[config.mk]
export PLATFORM = sky130hd
export DESIGN_NAME = updown_counter_n
export DESIGN_NICKNAME = d
export VERILOG_FILES = /design/src/rtl/counter_pkg.sv /design/src/rtl/updown_counter_n.sv
export SDC_FILE = /design/constraint.sdc
export NUM_CORES = 1
export LEC_CHECK = 0
export ABC_AREA = 0
export ABC_CLOCK_PERIOD_IN_PS = 5250
export CORE_AREA = 3 3 48 50
export CTS_CLUSTER_SIZE = 25
export DETAILED_ROUTE_END_ITERATION = 10
export DIE_AREA = 0 0 51 53
export PLACE_DENSITY = 0.82
export SYNTH_ARGS = -nofsm -noshare
export SYNTH_HDL_FRONTEND = slang
export SYNTH_SLANG_ARGS = --single-unit
[constraint.sdc]
create_clock -name clk -period 5.25 [get_ports clk]
set_clock_uncertainty 0.05 [all_clocks]
set_input_delay 1.05 -clock clk [delete_from_list [all_inputs] [get_ports clk]]
set_output_delay 1.05 -clock clk [all_outputs]
set_load 0.005 [all_outputs]
[src/rtl/counter_pkg.sv]
// counter_pkg
//   Shared types and helpers for the parametrised up/down counter.
//   - cnt_mode_t      : boundary behaviour (wrap around or saturate)
//   - modulus_fits()  : elaboration-time check that a modulus is usable
//                       with a given register width
package counter_pkg;

  typedef enum logic {
    CNT_WRAP     = 1'b0,
    CNT_SATURATE = 1'b1
  } cnt_mode_t;

  // True when 0..modulus-1 is a non-trivial range that fits in width bits.
  function automatic bit modulus_fits(input int width, input int modulus);
    return (modulus >= 2) && ($clog2(modulus) <= width);
  endfunction

endpackage : counter_pkg

[src/rtl/updown_counter_n.sv]
// updown_counter_n
//   Up/down counter over 0..MODULUS-1 with wrap/saturate mode, count enable,
//   synchronous clamped parallel load, boundary flags and a registered wrap
//   pulse.
//
//   Parameters
//     WIDTH    : count register width
//     MODULUS  : count range is 0..MODULUS-1 (2 <= MODULUS <= 2**WIDTH)
//   Ports
//     clk      : rising-edge clock
//     reset    : asynchronous active-high reset (count=0, wrap=0)
//     en       : count enable, one step per enabled cycle
//     up_down  : 1 = up, 0 = down
//     mode     : CNT_WRAP or CNT_SATURATE
//     load     : synchronous load, overrides en
//     load_val : value to load (clamped to MODULUS-1)
//     count    : registered count
//     at_max   : count == MODULUS-1
//     at_min   : count == 0
//     wrap     : registered one-cycle pulse after a wrapping step
module updown_counter_n
  import counter_pkg::*;
#(
  parameter int WIDTH   = 8,
  parameter int MODULUS = 256
) (
  input  logic             clk,
  input  logic             reset,
  input  logic             en,
  input  logic             up_down,
  input  cnt_mode_t        mode,
  input  logic             load,
  input  logic [WIDTH-1:0] load_val,
  output logic [WIDTH-1:0] count,
  output logic             at_max,
  output logic             at_min,
  output logic             wrap
);

  if (!modulus_fits(WIDTH, MODULUS)) begin : g_bad_modulus
    $error("updown_counter_n: MODULUS=%0d is not usable with WIDTH=%0d",
           MODULUS, WIDTH);
  end

  localparam logic [WIDTH-1:0] MAX_VAL = WIDTH'(MODULUS - 1);

  logic [WIDTH-1:0] count_reg, count_next;
  logic             wrap_reg,  wrap_next;

  // Boundaries are detected by comparison before stepping, so a
  // non-power-of-two modulus never relies on natural register overflow.
  always_comb begin
    count_next = count_reg;
    wrap_next  = 1'b0;
    if (load) begin
      count_next = (load_val > MAX_VAL) ? MAX_VAL : load_val;
    end else if (en) begin
      if (up_down) begin
        if (count_reg == MAX_VAL) begin
          if (mode == CNT_WRAP) begin
            count_next = '0;
            wrap_next  = 1'b1;
          end
        end else begin
          count_next = count_reg + WIDTH'(1);
        end
      end else begin
        if (count_reg == '0) begin
          if (mode == CNT_WRAP) begin
            count_next = MAX_VAL;
            wrap_next  = 1'b1;
          end
        end else begin
          count_next = count_reg - WIDTH'(1);
        end
      end
    end
  end

  always_ff @(posedge clk or posedge reset) begin
    if (reset) begin
      count_reg <= '0;
      wrap_reg  <= 1'b0;
    end else begin
      count_reg <= count_next;
      wrap_reg  <= wrap_next;
    end
  end

  // Flags decode the register only, so no input reaches an output
  // combinationally.
  assign count  = count_reg;
  assign wrap   = wrap_reg;
  assign at_max = (count_reg == MAX_VAL);
  assign at_min = (count_reg == '0);

endmodule : updown_counter_n

## Word level (Yosys, flattened, before mapping)

Index checks and enable logic that the tools add are counted.

| word-level totals | value |
|---|---|
| bits in registers | 9 |
| input port bits | 14 |
| word-level logic and storage cells | 25 |

| cells by class | value |
|---|---|
| $add $sub $neg | 2 |
| magnitude comparators | 1 |
| equal/unequal tests | 3 |
| multiplexer cells | 14 |
| reductions and logical operators | 3 |

Operator list:

| cell | number |
|---|---|
| 8-bit 2-to-1 mux | 8 |
| 8-bit by 1-bit adder with 8-bit output (second input constant) | 1 |
| 8-bit == test (second input constant) | 1 |
| 8-bit > comparator (second input constant) | 1 |
| 8-bit logical NOT | 1 |
| 4-bit inequality test (second input constant) | 2 |
| 8-bit by 1-bit subtractor with 8-bit output (second input constant) | 1 |
| 1-bit 2-to-1 mux | 6 |
| 3-bit AND reduction | 1 |
| 2-bit nonzero test | 1 |

## Longest topological paths before layout

Gate-level depths: netlist of the first run.

| logic depth | value |
|---|---|
| word-level depth | 5 |
| gate-level depth with buffers | 8 |
| depth with buffers taken out | 7 |

## Worst setup path after synthesis of the first run

Ideal clock, no wire load.

| timing path | value |
|---|---|
| path kind | reg-to-output |
| start | register count_reg[0] (netlist: count[0]) |
| end | output at_min |
| arrival time | 1.222 ns |
| required time | 4.150 ns |
| slack | 2.928 ns |
| stages on the path, launching flop included | 5 |
| cell sequence | dfrtp_1 > inv_1 > ha_1 > nor3b_1 > and2_1 |

| on the way | value |
|---|---|
| longest elaborated chain between the ends | 1 |

RTL lines:

| item | RTL line | source |
|---|---|---|
| start: declaration | updown_counter_n.sv:47 | `logic [WIDTH-1:0] count_reg, count_next;` |
| start signal: assignment | updown_counter_n.sv:85 | `count_reg <= count_next;` |
| 8-bit logical NOT | updown_counter_n.sv:95 | `assign at_min = (count_reg == '0);` |
| end: declaration | updown_counter_n.sv:36 | `output logic at_min,` |

No other way between the ends.

## Worst setup path after layout of the first run

Same ends and word-level chain as after synthesis.

==> out/qor.txt, run 1 <==
Top FF cell, synth: dfrtp_1
Critical Path Start Type: register
Clock sinks: 9
PD cells: 216.2 mW/mm^2
Post-CTS Setup Inserts: 0
Yosys warnings: 0
Kind of critical path: reg -> out
Resize count post-CTS: 0
Syn Inst Count: 110
Vias in the first global route: 833
Row count: 16
Sequential fraction of the synthesis area: 26.09%
Met2 routed WL: 1146 um
DR top layer: met4
Fraction of layout cells with a size suffix above 1: 4.615%
Die area: 0.002703 mm^2
1st-pass router iterations: 4
Leakage: 0.4210 nW
Largest net degree at the start of global routing: 21
Final WL: 2383 um
Max reg flops: 8
Port Buffers: 24
Total number of vias: 957
Setup Viol. Count Final: 0
Syn_nets: 127
Root buf cell: clkbuf_4
RSZ-0062 raised after global routing: no
Synth-to-layout area growth: 30.00%
Die Y: 53 um
CP endpoint kind: output port
Crit path required time: 4.15 ns
CTS tree: done
Final design utilization: 57.80%
Sink of the worst hold path: count[6]$_DFFE_PP0P_
Gr usage total: 19.22%
Post-synth cell types: 42
Initial Utilization: 44.46%
Grt ovf: 0
Share of the clock period used by the worst path: 64.24%
RD Place Congestion: 0.9342
Worst Tran Pin Value: 0.6263 ns
Nets: 148
Period minus WS final: 3.373 ns
Top-level I/O count: 25
Max cap viols: 0
Critical Path AT: 2.27 ns
Peak VDD IR: 0.1609 mV
Clock buffer depth: 2
Hold Crit Depth: 2
Filler Cells Inserted: 186
Final hold viol count: 0
Diodes inserted: 0
Antenna viol nets, final: 0
Mean Syn Cell Area: 7.848 um^2
Met3 WL post-DR: 191 um
H-Tree Depth: 1
First-pass GRT wire length: 3864 um
DRT iter0 DRCs: 61
Cell area after synthesis: 863.3 um^2
Pins Over Slew Limit: 0
Critical R2R Launch: count[0]$_DFFE_PP0P_
Number of synthesized flops with an enable pin: 0
HPWL after detailed placement: 1736 um
Hold crit path type: reg -> reg
Via density: 6.096
Setup TNS: 0 ns
WHS: 0.6315 ns
M1 WL: 1009 um
FF-to-FF path depth: 7
Initial antenna violation count: 0
Worst-path fanout max: 9
Core area: 0.001942 mm^2
Tot Pwr: 0.2426 mW
Reg2reg setup slack: 3.02 ns
Relative slew slack: 58.12%
Worst R2R End: count[5]$_DFFE_PP0P_
Clock-pin slew on the worst setup and hold paths: 0.07 ns
Cts hold-fix bufs: 0
Avg WL per Cell: 15.18 um
Worst Hold Launch: count[6]$_DFFE_PP0P_
Fraction of registers with async set/reset: 100.0%
Worst-Skew Late Latency: 0.28 ns
CTS Buf Count: 3
#FFs+latches synth: 9
Die X: 51 um
Status: completed
Fmax: 296.5 MHz
Remaining DRCs: 0
-- synth_stat cells, types with 2 or more instances --
cell type / number / share of area, %
a21oi_1: 11 / 6.4
a2bb2oi_1: 4 / 4.1
a31oi_1: 2 / 1.4
and4_1: 2 / 2.0
buf_2: 4 / 2.3
clkbuf_1: 3 / 1.3
dfrtp_1: 9 / 26
ha_1: 3 / 4.3
inv_1: 9 / 3.9
nand2_1: 7 / 3.0
nand3_1: 4 / 2.3
nand4_1: 3 / 2.2
nor2_1: 6 / 2.6
nor3_1: 2 / 1.2
nor3b_1: 2 / 1.7
nor4b_1: 2 / 2.0
o2111ai_1: 2 / 2.0
o211ai_1: 2 / 1.7
o21ai_0: 6 / 3.5
o21ai_1: 3 / 1.7
o311ai_1: 2 / 2.0
xnor2_1: 2 / 2.0
-- worst max path at each step --
stage | startpoint | to | slack (ns)
after floorplan | count[0]$_DFFE_PP0P_ | at_min | 2.93
after global placement | up_down | count[5]$_DFFE_PP0P_ | 2.12
after detailed placement | up_down | count[5]$_DFFE_PP0P_ | 2.07
after CTS | count[0]$_DFFE_PP0P_ | at_min | 1.93
after global routing | count[0]$_DFFE_PP0P_ | at_min | 1.78
final | count[0]$_DFFE_PP0P_ | at_min | 1.88
-- cell usage in the layout, fill, tap and decap left out, types with 2 or more instances in the layout --
master and n:
o311ai_1 2, clkbuf_4 3, clkdlybuf4s50_1 24, nor4b_1 2, inv_1 9, nor3b_1 2
o211ai_1 2, nand2_1 7, ha_1 3, nor3_1 2, nand3_1 4, nor2_1 6
dfrtp_1 9, o2111ai_1 2, nand4_1 3, o21ai_0 6, xnor2_1 2, o21ai_1 3
a31oi_1 2, a21oi_1 11, a2bb2oi_1 4, and4_1 2
-- area by class of cell --
class | instances | area, um^2 | share of cell area (%)
Clock buffer | 3 | 22.52 | 2.007
Sequential cell | 9 | 225.2 | 20.07
Timing Repair Buffer | 24 | 240.2 | 21.40
Inverter | 9 | 33.78 | 3.010
Tap cell | 27 | 33.78 | 3.010
Clock inverter | 1 | 5.005 | 0.4459
Multi-Input combinational cell | 84 | 561.8 | 50.06
-- metrics by stage --
step,instance area (um^2),cells,worst slack (ns)
3_5_place_dp,1095,153,2.072
6_report,1122,157,1.877
4_1_cts,1122,157,1.928
2_1_floorplan,863.3,110,2.928
3_3_place_gp,1095,153,2.116
5_1_grt,1122,157,1.777
-- power breakdown --
part           switching [mW]  total, mW  internal, mW  leakage [nW]
Clock                  0.0291     0.0573        0.0283        0.0177
Sequential             0.0219     0.0979        0.0760         0.107
Combinational          0.0405     0.0874        0.0469         0.296
Total                  0.0914      0.243         0.151         0.421
-- cells by family (layout without fill, tap and decap cells) --
group | count (synthesis) | after routing | share of synthesized area, %
XOR/XNOR | 2 | 2 | 2.029
AND/OR/NAND/NOR | 37 | 37 | 26.09
flip-flops | 9 | 9 | 26.09
buffers and inverters | 17 | 37 | 8.840
multiplexers | 1 | 1 | 1.159
AO/OA/AOI/OAI | 41 | 41 | 31.45
adder cells (fa/ha/maj) | 3 | 3 | 4.348
-- critical path, cell delays in order, from the launching register on --
cell and delay, ns:
dfrtp_1 0.46, inv_1 0.16, ha_1 0.23, nor3b_1 0.34, and2_1 0.27, clkdlybuf4s50_1 0.53
-- routing by layer --
metal | GRT usage (%) | vias to the layer above
li1 | - | 456
met1 | 23.97 | 441
met2 | 32.40 | 56
met3 | 3.099 | 4
met4 | 8.520 | 0
met5 | 0 | -
No activity file was read; power rests on OpenSTA's default activity.
==> run 2: changes to the inputs <==
- ABC_CLOCK_PERIOD_IN_PS: 5250 -> 2720
- CORE_AREA: 3 3 48 50 -> 3 3 50 52
- DIE_AREA: 0 0 51 53 -> 0 0 53 55
- PLACE_DENSITY: 0.82 -> 0.8
- clock period: 5.25 -> 2.72 ns (I/O delays scaled with it)
==> out/qor.txt, run 2 (same netlist as run 1, synthesis figures left out) <==
Leakage: 0.4562 nW (+8.3%)
Max reg flops: 8 (unchanged)
Kind of critical path: reg -> out
Gr usage total: 18.92% (-0.30 points)
Most common cell after layout, fill and taps aside: clkdlybuf4s50_1
Avg WL per Cell: 15.46 um (+1.9%)
Relative slew slack: 63.13% (+5.0 points)
Max cap viols: 0 (unchanged)
Diodes inserted: 0 (unchanged)
Largest net degree at the start of global routing: 17 (-19%)
CTS tree: done
Placed inst area: 0.001149 mm^2 (+4.9%)
Cts hold-fix bufs: 0 (unchanged)
Critical R2R Launch: count[0]$_DFFE_PP0P_
Worst-Skew Late Latency: 0.26 ns (-0.02 ns)
Vias in the first global route: 934 (+12%)
DRT iter0 DRCs: 34 (-44%)
Die area: 0.002915 mm^2 (+7.8%)
Setup Viol. Count Final: 0 (unchanged)
WP buf/inv: 2 (unchanged)
Clock-pin slew on the worst setup and hold paths: 0.07 ns (about the same)
1st-pass router iterations: 4 (unchanged)
Pins Over Slew Limit: 0 (unchanged)
Final hold viol count: 0 (unchanged)
First-pass GRT wire length: 4071 um (+5.4%)
Top-level I/O count: 25 (unchanged)
Clock buffer depth: 2 (unchanged)
Nets: 155 (+4.7%)
Fraction of layout cells with a size suffix above 1: 10.95% (+6.3 points)
Slowest cell on the critical path: clkdlybuf4s50_1
Setup TNS: 0 ns (unchanged)
Worst Tran Pin Value: 0.5530 ns (-0.07325 ns)
Fmax: 383.9 MHz
Grt ovf: 0 (unchanged)
Share of the clock period used by the worst path: 95.76%
Period minus WS final: 2.605 ns
RD Place Congestion: 0.9482 (+1.5%)
Post-route cell area: 0.001182 mm^2 (+5.4%)
CTS Buf Count: 3 (unchanged)
Critical Path Start: count[1]$_DFFE_PP0P_
Core area: 0.002148 mm^2 (+11%)
Total number of vias: 985 (+2.9%)
Hold crit path type: in -> async
Synth-to-layout area growth: 36.96%
Critical Path AT: 2.01 ns (-0.26 ns)
Crit-path cells: inv_1 -> ha_1 -> nor3b_2 -> and2_1 -> clkdlybuf4s50_1
Die Y: 55 um (+3.8%)
CP endpoint kind: output port
Critical path's top delay family: buffers and inverters
Worst-path fanout max: 9 (unchanged)
Initial antenna violation count: 0 (unchanged)
Peak VDD IR: 0.2054 mV (+28%)
Status: completed
Die X: 53 um (+3.9%)
Root buf cell: clkbuf_4
Port Buffers: 24 (unchanged)
Critical Path Start Type: register
Crit-path max cell delay: 0.52 ns (about the same)
PD cells: 407.8 mW/mm^2 (+89%)
Via density: 5.970 (-2.1%)
Row count: 17 (+1)
RSZ-0062 raised after global routing: no
Remaining DRCs: 0 (unchanged)
Most frequent cells in the layout: 24 x clkdlybuf4s50_1, 11 x a21oi_1, 9 x inv_1
Clock sinks: 9 (unchanged)
H-Tree Depth: 1 (unchanged)
HPWL after detailed placement: 1830 um (+5.4%)
Initial Utilization: 40.19% (-4.3 points)
Antenna viol nets, final: 0 (unchanged)
Crit path required time: 2.13 ns (-2.02 ns)
Final WL: 2551 um (+7.0%)
[run 2: cell count changes in the layout (fill, tap and decap cells not counted), sizes merged]
cell and change:
buf +7
[run 2: worst register-to-register path, stage by stage, from the launching register on]
cell       delay, ns
dfrtp_1         0.38
buf_4           0.16
ha_1            0.21
nand4_1         0.18
a2bb2oi_1       0.39
o21a_1          0.39
o221ai_1        0.19
a2bb2oi_1       0.19
[run 2: final cells by class]
| type | instances | area, um^2 |
|---|---|---|
| fillers | 204 | 965.9 |
| multi-input cells | 84 | 566.8 |
| repair buffers | 31 | 292.8 |
| flip-flops and latches | 9 | 226.5 |
| well taps | 28 | 35.03 |
| inverters | 9 | 33.78 |
| clock buffers | 3 | 22.52 |
| clock inverters | 1 | 5.005 |
[run 2: power breakdown]
group | total, mW | switching, mW | internal, mW
logic | 0.189 | 0.0878 | 0.101
clock network | 0.109 | 0.0551 | 0.0543
registers | 0.184 | 0.0369 | 0.147
total | 0.482 | 0.180 | 0.302
[run 2: worst paths after layout]
path,end,slack [ns],depth (start not counted)
hold reg to reg,count[0]$_DFFE_PP0P_,0.62,2
min in group clk,count[0]$_DFFE_PP0P_,0.62,2
max in group asynchronous,count[1]$_DFFE_PP0P_,1.83,2
hold / removal,wrap$_DFF_PP0_,0.49,2
setup / recovery,at_min,0.12,5
setup reg to reg,count[5]$_DFFE_PP0P_,0.52,7
[run 2: timing repair]
action	CTS	global route
buffers inserted	0	0
endpoints found under the setup margin	0	1
resized for setup	0	2
[run 2: metrics by stage]
stage	utilization, %	hold WS, ns	power [mW]	setup WS [ns]	std cells
2_1_floorplan	-	0.3219	0.2876	0.7944	110
3_3_place_gp	53.47	0.6016	0.3634	0.3756	161
3_5_place_dp	53.47	0.6178	0.3703	0.3086	161
4_1_cts	54.75	0.5090	0.4821	0.003963	165
5_1_grt	55.04	0.5175	0.5185	0.02003	165
6_report	55.04	0.4936	0.4821	0.1154	165
[run 2: layer usage]
metal | share of wire (%) | GRT usage [%] | wire, um
met5 | 0 | 0 | 0
met4 | 0.94 | 8.511 | 24
met3 | 7.4 | 3.485 | 189
met2 | 50 | 33.26 | 1284
met1 | 41 | 22.44 | 1052
